===== src/rtl/arb_pkg.sv =====
// Shared constants and state encoding for the round-robin grant arbiter.
package arb_pkg;

  localparam int N_REQ = 4;
  localparam int ID_W  = 2;

  typedef enum logic {
    IDLE  = 1'b0,
    GRANT = 1'b1
  } state_t;

  // Reset owner is the last index so the first scan starts at requester 0.
  localparam logic [ID_W-1:0] RST_ID = 2'd3;

endpackage


===== src/rtl/decoder_2to4.sv =====
// 2-to-4 one-hot decoder with enable; all outputs low when disabled.
module decoder_2to4 (
  input  logic       enable,
  input  logic [1:0] in,
  output logic [3:0] out
);

  always_comb begin
    out = 4'b0000;
    if (enable) out[in] = 1'b1;
  end

endmodule


===== src/rtl/decoder_rr_arbiter.sv =====
// Four-way round-robin arbiter; grant is a decode of the registered owner index.
// Optional owner preemption after MAX_HOLD cycles is enabled by defining ARB_TIMEOUT_EN.
//
//   state | meaning
//   IDLE  | no owner, gnt = 0000, gnt_id holds last owner
//   GRANT | gnt_id owns the resource, gnt = 1 << gnt_id
module decoder_rr_arbiter
  import arb_pkg::*;
#(
  parameter int MAX_HOLD = 8
) (
  input  logic             clk,
  input  logic             rst_n,
  input  logic [N_REQ-1:0] req,
  output logic [N_REQ-1:0] gnt,
  output logic             gnt_valid,
  output logic [ID_W-1:0]  gnt_id
);

  if (MAX_HOLD < 2 || MAX_HOLD > 255) begin : g_max_hold_range
    $error("MAX_HOLD must be in 2..255");
  end

  state_t           state_q, state_d;
  logic [ID_W-1:0]  id_d;
  logic [ID_W-1:0]  sel;
  logic             owner_req;
  logic             others;

  // First asserted request scanning last+1 .. last+4; the last owner is scanned last.
  function automatic logic [ID_W-1:0] next_id(input logic [N_REQ-1:0] r,
                                               input logic [ID_W-1:0]  last);
    logic [ID_W-1:0] idx;
    logic            found;
    next_id = last;
    found   = 1'b0;
    for (int i = 1; i <= N_REQ; i++) begin
      idx = last + ID_W'(i);
      if (!found && r[idx]) begin
        next_id = idx;
        found   = 1'b1;
      end
    end
  endfunction

`ifdef ARB_TIMEOUT_EN
  localparam logic [7:0] HOLD_LAST = 8'(MAX_HOLD - 1);
  logic [7:0] hold_q, hold_d;
`endif

  always_comb begin
    state_d   = state_q;
    id_d      = gnt_id;
    sel       = next_id(req, gnt_id);
    owner_req = req[gnt_id];
    others    = |(req & ~(N_REQ'(1) << gnt_id));
    case (state_q)
      IDLE: begin
        if (|req) begin
          state_d = GRANT;
          id_d    = sel;
        end
      end
      GRANT: begin
        if (!owner_req) begin
          if (others) id_d = sel;
          else        state_d = IDLE;
        end
`ifdef ARB_TIMEOUT_EN
        else if (hold_q == HOLD_LAST && others) begin
          id_d = sel;
        end
`endif
      end
      default: begin
        state_d = IDLE;
        id_d    = RST_ID;
      end
    endcase
`ifdef ARB_TIMEOUT_EN
    // Counts consecutive cycles of the same owner; any owner change restarts it.
    hold_d = 8'd0;
    if (state_q == GRANT && state_d == GRANT && id_d == gnt_id)
      hold_d = (hold_q == 8'hFF) ? hold_q : hold_q + 8'd1;
`endif
  end

  always_ff @(posedge clk) begin
    if (!rst_n) begin
      state_q <= IDLE;
      gnt_id  <= RST_ID;
`ifdef ARB_TIMEOUT_EN
      hold_q  <= 8'd0;
`endif
    end else begin
      state_q <= state_d;
      gnt_id  <= id_d;
`ifdef ARB_TIMEOUT_EN
      hold_q  <= hold_d;
`endif
    end
  end

  assign gnt_valid = (state_q == GRANT);

  decoder_2to4 u_decoder (
    .enable (gnt_valid),
    .in     (gnt_id),
    .out    (gnt)
  );

endmodule


===== config.mk =====
export PLATFORM = sky130hd
export DESIGN_NAME = decoder_rr_arbiter
export DESIGN_NICKNAME = d
export VERILOG_FILES = /design/src/rtl/arb_pkg.sv /design/src/rtl/decoder_2to4.sv /design/src/rtl/decoder_rr_arbiter.sv
export SDC_FILE = /design/constraint.sdc
export NUM_CORES = 1
export LEC_CHECK = 0
export ABC_CLOCK_PERIOD_IN_PS = 2000
export CAP_MARGIN = 25
export CORE_MARGIN = 2
export CORE_UTILIZATION = 30
export DETAILED_ROUTE_END_ITERATION = 12
export GPL_TIMING_DRIVEN = 0
export RECOVER_POWER = 50
export SLEW_MARGIN = 40
export SYNTH_ARGS = -nofsm -noshare
export SYNTH_HDL_FRONTEND = slang
export SYNTH_SLANG_ARGS = --single-unit

===== constraint.sdc =====
create_clock -name clk -period 2 [get_ports clk]
set_input_delay 0.4 -clock clk [delete_from_list [all_inputs] [get_ports clk]]
set_output_delay 0.4 -clock clk [all_outputs]
set_load 0.01 [all_outputs]

* After elaboration in Yosys (flattened, before gate mapping) *
Index checks and enable logic that the tools add are counted.

operators by class
  equality and inequality tests = 3
  magnitude comparators = 5
  add/sub/neg operators = 3
  bitwise logic cells = 3
  mux-type cells = 26
  reductions and logical operators = 10
  shift-type cells = 1

operators by type and width
  operator                                                           count
  2-to-1 mux 2 bit                                                   7
  less-than comparator 2 x 3 -> 1 bit, second input constant         4
  2-to-1 mux 1 bit                                                   11
  binary-select mux 1 bit (select 2 bit)                             4
  OR reduction 4 bit                                                 2
  adder 2 bit, second input constant                                 2
  AND 4 bit                                                          1
  logical AND 1 bit                                                  4
  2-to-1 mux 4 bit                                                   1
  inequality test 2 bit, second input constant                       2
  inverter 4 bit                                                     1
  one-hot mux 2 bit (2 select lines)                                 1
  << shifter 1 x 2 -> 4 bit, first input constant                    1
  zero test 1 bit                                                    3
  AND reduction 3 bit                                                1
  adder 2 x 1 -> 2 bit, second input constant                        1
  demux 1 bit (select 2 bit)                                         1
  greater-or-equal comparator 2 x 1 -> 1 bit, second input constant  1
  inequality test 2 x 1 -> 1 bit, second input constant              1
  one-hot mux 1 bit (2 select lines)                                 1
  inverter 1 bit                                                     1

storage, ports and cells
  input port bits = 6
  flip-flop bits (word level) = 3
  logic and storage cells = 53
  output and inout port bits = 7

* Depth between registers and ports, before layout *
Gate-level depths: netlist of run 1.

  depth in word-level cells = 16
  gate-level depth with buffers = 9
  depth with buffers taken out = 7

* Cells and area by module *
From an unflattened synthesis of run 1, not the netlist that was laid out.

unflattened totals
  cell total of the unflattened synthesis = 60
  area total of the unflattened synthesis = 486.7 um^2

modules (own cells, without submodules)
  module              seq. area each (um^2)  area each (um^2)  instances  cells each
  decoder_rr_arbiter  60.1                   449.2             1          56
  decoder_2to4        0.0                    37.5              1          4

* Worst setup path before layout of run 1 *
Ideal clock, no wire load.

  kind = register -> register
  start = reg gnt_id[0]
  end = reg gnt_id[1]
  buffers on the path = 1
  slack = 0.011 ns
  stages on the path, launching flop included = 9
  arrival time = 1.866 ns
  path through = dfxtp_1 -> inv_1 -> ha_1 -> clkbuf_1 -> nand3b_1 -> o21ai_0 -> o221ai_1 -> o2111ai_1 -> mux2_1

between the ends
  word-level cells in the longest chain between the ends = 16

RTL lines
  element                                 RTL line                  source
  start: declaration                      decoder_rr_arbiter.sv:17  output logic [ID_W-1:0] gnt_id
  start signal: assignment                decoder_rr_arbiter.sv:97  gnt_id <= id_d;
  adder 2 x 1 -> 2 bit                    decoder_rr_arbiter.sv:38  idx = last + ID_W'(i);
  binary-select mux 1 bit (select 2 bit)  decoder_rr_arbiter.sv:39  if (!found && r[idx]) begin
  2-to-1 mux 1 bit (not written as such)  decoder_rr_arbiter.sv:39
  2-to-1 mux 1 bit                        decoder_rr_arbiter.sv:39
  zero test 1 bit                         decoder_rr_arbiter.sv:39
  logical AND 1 bit                       decoder_rr_arbiter.sv:39
  2-to-1 mux 1 bit                        decoder_rr_arbiter.sv:39
  zero test 1 bit                         decoder_rr_arbiter.sv:39
  logical AND 1 bit                       decoder_rr_arbiter.sv:39
  2-to-1 mux 1 bit                        decoder_rr_arbiter.sv:39
  zero test 1 bit                         decoder_rr_arbiter.sv:39
  logical AND 1 bit                       decoder_rr_arbiter.sv:39
  2-to-1 mux 2 bit                        decoder_rr_arbiter.sv:39
  2-to-1 mux 2 bit                        decoder_rr_arbiter.sv:66  if (others) id_d = sel;
  2-to-1 mux 2 bit                        decoder_rr_arbiter.sv:65  if (!owner_req) begin
  one-hot mux 2 bit (2 select lines)      decoder_rr_arbiter.sv:57  case (state_q)

Several ways; a longest one is shown, not always the timed one. The select of a mux whose other input is x is not followed.
A chain may end at the register's enable or synchronous reset.

* Worst setup path after layout of run 1 *
  start = in req[2]
  end = reg gnt_id[0]

between the ends
  word-level cells in the longest chain between the ends = 15

RTL lines
  element                                 RTL line                  source
  start: declaration                      decoder_rr_arbiter.sv:14  input logic [N_REQ-1:0] req,
  binary-select mux 1 bit (select 2 bit)  decoder_rr_arbiter.sv:39
  2-to-1 mux 1 bit (not written as such)  decoder_rr_arbiter.sv:39
  2-to-1 mux 1 bit                        decoder_rr_arbiter.sv:39
  zero test 1 bit                         decoder_rr_arbiter.sv:39
  logical AND 1 bit                       decoder_rr_arbiter.sv:39
  2-to-1 mux 1 bit                        decoder_rr_arbiter.sv:39
  zero test 1 bit                         decoder_rr_arbiter.sv:39
  logical AND 1 bit                       decoder_rr_arbiter.sv:39
  2-to-1 mux 1 bit                        decoder_rr_arbiter.sv:39
  zero test 1 bit                         decoder_rr_arbiter.sv:39
  logical AND 1 bit                       decoder_rr_arbiter.sv:39
  2-to-1 mux 2 bit                        decoder_rr_arbiter.sv:39
  2-to-1 mux 2 bit                        decoder_rr_arbiter.sv:66
  2-to-1 mux 2 bit                        decoder_rr_arbiter.sv:65
  one-hot mux 2 bit (2 select lines)      decoder_rr_arbiter.sv:57

Several ways; a longest one is shown, not always the timed one. The select of a mux whose other input is x is not followed.

==> results of run 1 <==
## Yosys cell counts, types with 2 or more instances
| library cell | instances |
|---|---|
| nor2_1 | 4 |
| dfxtp_1 | 3 |
| buf_6 | 2 |
| o221ai_1 | 2 |
| o21ai_0 | 2 |
| mux2i_1 | 2 |
| nand2_1 | 6 |
| and2_1 | 3 |
| clkbuf_1 | 2 |
| a21boi_0 | 4 |
| ha_1 | 4 |
| nor3_1 | 3 |
| inv_1 | 4 |
## final timing paths
check	endpoint	from	cells past startpoint	slack (ps)
hold / removal	gnt_id[0]	gnt_id[0]	2	570
setup / recovery	gnt_id[0]	req[2]	5	60
hold reg to reg	gnt_id[0]	gnt_id[0]	2	570
setup reg to reg	gnt_id[1]	gnt_id[1]	8	120
## kinds of logic (layout without fill, tap and decap cells)
logic type | after synthesis | in the layout | synth area share, %
multiplexers | 5 | 5 | 13.98
flip-flops | 3 | 3 | 12.90
adder cells (fa/ha/maj) | 4 | 4 | 10.75
AO/OA/AOI/OAI | 15 | 15 | 23.39
AND/OR/NAND/NOR | 24 | 24 | 27.15
buffers and inverters | 10 | 24 | 11.83
## critical path, stage by stage
cell	delay (ps)
clkdlybuf4s50_1	430
mux4_2	470
a21o_1	210
or4_1	500
nand3_1	90
## flip-flops by register name, indices dropped and copies added, names as in the netlist
register	count
gnt_id	2
gnt_valid	1
## where the power goes
group,switching (mW),internal [mW]
registers,0.0356,0.0838
logic,0.201,0.207
clock network,0.0294,0.0746
total,0.266,0.365
## per-stage QoR
stage | area [um2] | setup TNS, ps
finish | 636.9 | 0
global route | 636.9 | 0
CTS | 631.9 | 0
detailed placement | 585.6 | -795.1
global placement | 585.6 | -776.9
floorplan | 465.4 | 0
## routing by layer
layer / vias up / GRT usage (%) / share of wire, %
li1: 249 / - / -
met1: 235 / 16.15 / 43
met2: 18 / 23.58 / 49
met3: 0 / 6.250 / 7.5
met4: 0 / 0 / 0
met5: - / 0 / 0
## what timing repair did
| action | CTS | global route |
|---|---|---|
| setup buffers | 1 | 0 |
| endpoints found under the setup margin | 6 | 4 |
| gates resized for setup | 10 | 4 |
| hold buffers | 0 | 0 |
| pin swaps | 2 | 0 |
## layout make-up
cell class	count	area (um2)
multi-input combinational	48	365.4
fill	167	834.6
sequential	3	65.06
inverter	4	15.01
timing repair buffer	11	107.6
tap	16	20.02
clock buffer	4	26.28
buffer	5	37.54
==> results.md, run 1 <==
- Final period util: slightly below 100%
- Worst-margin pin slew: between 300 and 400 ps
- Worst endpoint required time: 2160 ps
- I/O pin count: 13
- First-pass GRT wire length: around 1900 um
- Clock latency on the worst-skew pair: 230 ps
- Critical Path Source Type: primary input
- Initial drt markers: 5
- WHS: 571.5 ps
- Final setup margin: between 60 and 70 ps
- Worst min path class: reg -> reg
- Core Area: between 1000 and 1500 um2
- Minimum clock period: 1939 ps
- Top cell type's share of synthesized area: between 10% and 20%
- CTS root buf: clkbuf_4
- Ranking of synthesized cells by area: dfxtp_1 13%, ha_1 11%, a21boi_0 6.5%
- DP HPWL: between 800 and 900 um
- DR WL/cell: 12.47 um
- Diode count: 0
- Clk buf depth: 2
- Die W: roughly 43 um
- Post-Syn Instances: 61
- Vias: 502
- H-tree Lvls: 1
- Remaining DRCs: 0
- Setup Skew: about 3.5 ps
- Slew Viols, Final: 0
- Die area: 1883 um2
- MaxCap Viol Count: 0
- Yosys reg bits: 3
- Cell Area, Synth: 465.4 um2
- DP Worst Slack: -462.3 ps
- FMAX: 515.7 MHz
- Cell accounting for the most synthesized area: dfxtp_1
- Mean Syn Cell Area: 7.630 um2
- Starting Density: a little under a third
- Placed Cells: 87
- Most frequent cells in the layout: 6 x nand2_1, 5 x clkdlybuf4s50_1, 4 x nor2_1
- VDD IR max: roughly 0.43 mV
- Worst Setup End Kind: flop
- YS warnings: 0
- Nets: 86
- Clock transition at path regs: 30 ps
- CP max FO: 3
- Fraction of registers with async set/reset: 0%
- Power, Total: 631.1 uW
- DR vias/cell: 5.516
- CTS tree: yes
- Yosys cell types: 33
- Ratio of cells with drive above 1 in the final layout: between 20% and 30%
- Final Hold Vio Count: 0
- Grt ovf: 0
- Finished Core Util: 43.28%
- DRT Pass-1 Iters: 4
- Placer Congestion: 0.8231
- Die span in y: 43.39 um
- Register area share after synthesis: 12.90%
- Most common cell after layout, fill and taps aside: nand2_1
- DRT antenna net count: 0
- Outcome: complete, no violations
- Number of I/O port buffers: 10
- Post-synth EDFFs: 0
- Area Growth Syn to Fin: 36.83%
- WS Path Type: in -> reg
- Initial antenna violation count: 0
- Clock sink total: 3
- Finish-stage setup viols: 0
- Slew HR: 77.06%
- Number of global-route vias before repair: 439
- PD cells: around 990 nW/um2
- Syn nets: about 70
- Unrepaired setup endpoints after global routing: false
- Core Rows: 14
- Largest net degree at the start of global routing: 12
- Fin cells: between 90 and 100
- Top_reg_cell synth: dfxtp_1
- CP Data Arrival Time: between 2000 and 2500 ps
- Routed WL: 1135 um
- CTS buffer count: 3
- Lkg Pwr: 0.2861 nW
- Total Routing Usage GR: 13.48%
(Power assumes the default switching activity.)
==> run 2: changes to the inputs <==
- RECOVER_POWER: 50 -> 25
==> results.md, run 2 (synthesis results as in run 1) <==
- Placed Cells: 87 (unchanged)
- Fin cells: 91 (unchanged)
- Hold path startpoint: gnt_id[0]
- Total Routing Usage GR: 13.48% (unchanged)
- Nets: 86 (unchanged)
- CP max FO: 3 (unchanged)
- Unrepaired setup endpoints after global routing: false
- Vias: 502 (unchanged)
- Final TNS setup: 0 ps (unchanged)
- CTS root buf: clkbuf_4
- Worst-margin pin slew: 343.4 ps (unchanged)
- Largest net degree at the start of global routing: 12 (unchanged)
- I/O pin count: 13 (unchanged)
- CP delay by family, top: simple AND/OR/NAND/NOR gates
- First-pass GRT wire length: 1897 um (unchanged)
- Diode count: 0 (unchanged)
- Sw frac: 41.98% (-0.14 points)
- Outcome: complete, no violations
- Largest stage delay, worst path: 500 ps (about the same)
- Routed WL: 1135 um (unchanged)
- PD cells: 995.3 nW/um2 (+0.44%)
- P_sw: 266.1 uW (+0.11%)
- Number of global-route vias before repair: 439 (unchanged)
- Power, Total: 633.9 uW (+0.44%)
- Starting Density: 31.63% (unchanged)
- Die area: 1883 um2 (unchanged)
- WHS: 572.4 ps (+0.8900 ps)
- DR WL/cell: 12.47 um (unchanged)
- Critical Path Source Type: primary input
- FF-to-FF Start: gnt_id[1]
- Initial drt markers: 5 (unchanged)
- DRT Pass-1 Iters: 4 (unchanged)
- Clock transition at path regs: 30 ps (about the same)
- Comb pwr share: 64.7% (about the same)
- Largest register FFs: 2 (unchanged)
- CTS hold repair buffers: 0 (unchanged)
- Placer Congestion: 0.8231 (unchanged)
- Clk network pwr share: 16.4% (about the same)
- Clk buf depth: 2 (unchanged)
- Area Growth Syn to Fin: 36.83% (unchanged)
- Reg2reg setup slack: 120 ps (about the same)
- Worst min path class: reg -> reg
- Number of I/O port buffers: 10 (unchanged)
- VDD IR max: 0.4344 mV (+0.84%)
- Finish-stage setup viols: 0 (unchanged)
- Placed Instance Area: 585.6 um2 (unchanged)
- Initial antenna violation count: 0 (unchanged)
- Worst Setup End Kind: flop
- Layout fillers: 167 (unchanged)
- DRT antenna net count: 0 (unchanged)
- Setup Skew: 3.461 ps (unchanged)
- Most frequent cells in the layout: 6 x nand2_1, 6 x clkdlybuf4s50_1, 4 x nor2_1
- Hold Crit Depth: 2 (unchanged)
- Sequential share of power: 18.9% (about the same)
- CTS buffer count: 3 (unchanged)
- Reg with most FFs: gnt_id
- Core Rows: 14 (unchanged)
- Remaining DRCs: 0 (unchanged)
- Final period util: 96.95% (unchanged)
- Worst Reg2Reg Path Length in Cells: 8 (unchanged)
- Ratio of cells with drive above 1 in the final layout: 24.00% (unchanged)
- Worst endpoint required time: 2160 ps (about the same)
- CP Cell Sequence: clkdlybuf4s50_1, mux4_2, a21o_1, or4_1, nand3_1
- Die span in y: 43.39 um (unchanged)
- FMAX: 515.7 MHz (unchanged)
- Reg-to-reg endpoint: gnt_id[1]
- Grt ovf: 0 (unchanged)
- Lkg Pwr: 0.2874 nW (+0.49%)
- Slew HR: 77.06% (unchanged)
- H-tree Lvls: 1 (unchanged)
- WHS Endpoint: gnt_id[0]
- Slew Viols, Final: 0 (unchanged)
- MaxCap Viol Count: 0 (unchanged)
- Clock sink total: 3 (unchanged)
- Die W: 43.39 um (unchanged)
- Final Hold Vio Count: 0 (unchanged)
- DR vias/cell: 5.516 (unchanged)
- Minimum clock period: 1939 ps (unchanged)
- WS Path Type: in -> reg
- Slowest cell on crit path: or4_1
- Design area: 636.9 um2 (unchanged)
- Internal cell power: 367.8 uW (+0.69%)
- DP HPWL: 831.9 um (unchanged)
- CP Data Arrival Time: 2100 ps (about the same)
- Crit path buf inv count: 1 (unchanged)
- Core Area: 1471 um2 (unchanged)
- CTS tree: yes
- Clock latency on the worst-skew pair: 230 ps (about the same)
run 2: changes by cell type in the layout (fill, tap and decap cells not counted):
cell / change
clkdlybuf4s50_1: +1
dlygate4sd3_1: -1
run 2: per-layer routing:
| layer | global-route usage [%] | wire [um] | up-vias |
|---|---|---|---|
| met3 | 6.250 | 85 | 0 |
| met4 | 0 | 0 | 0 |
| met5 | 0 | 0 | - |
| met2 | 23.58 | 561 | 18 |
| li1 | - | - | 249 |
| met1 | 16.15 | 488 | 235 |
run 2: through the flow:
step                setup slack, ps  util, %
floorplan                     11.03        -
global route                  9.932    43.28
finish                        60.94    43.28
CTS                           7.426    42.94
global placement             -454.8    39.80
detailed placement           -462.3    39.80
run 2: power by group through the flow:
stage,clock (mW),combinational [mW],sequential [mW]
6_report,0.104,0.410,0.120
5_1_grt,0.119,0.456,0.127
4_1_cts,0.110,0.408,0.120
3_5_place_dp,0,0.402,0.115
3_3_place_gp,0,0.394,0.115
2_1_floorplan,0,0.276,0.114
run 2: what timing repair did:
action,4_1_cts,5_1_grt
pin swaps,2,0
resized for setup,10,4
setup buffers,1,0
setup endpoints to repair,6,4
run 2: worst reg2reg max path: cells and delay by family (launching register included):
kind / cells / cell delay [ps]
AO/OA/AOI/OAI: 2 / 610
AND/OR/NAND/NOR: 2 / 120
adder cells (fa/ha/maj): 1 / 160
flip-flops: 1 / 330
buffers and inverters: 2 / 220
multiplexers: 1 / 310
run 2: final cells by class:
| class | count | area [um2] | area share (%) |
|---|---|---|---|
| Tap cell | 16 | 20.02 | 3.143 |
| Timing Repair Buffer | 11 | 107.6 | 16.90 |
| Inverter | 4 | 15.01 | 2.358 |
| Clock buffer | 4 | 26.28 | 4.126 |
| Multi-Input combinational cell | 48 | 365.4 | 57.37 |
| Buffer | 5 | 37.54 | 5.894 |
| Sequential cell | 3 | 65.06 | 10.22 |
run 2: worst max-delay path by stage:
stage / cells after the start / slack [ps] / startpoint / to
final: 5 / 60 / req[2] / gnt_id[0]
after global routing: 5 / 10 / req[2] / gnt_id[0]
after CTS: 5 / 7 / gnt_id[1] / gnt[1]
after detailed placement: 6 / -460 / req[3] / gnt_id[1]
after global placement: 6 / -450 / req[3] / gnt_id[1]
after floorplan: 8 / 10 / gnt_id[0] / gnt_id[1]
==> run 3: changes to the inputs <==
- SLEW_MARGIN: 40 -> 20
==> results of run 3 <==
The final DEF is identical to that of run 2; final timing and power are the same.
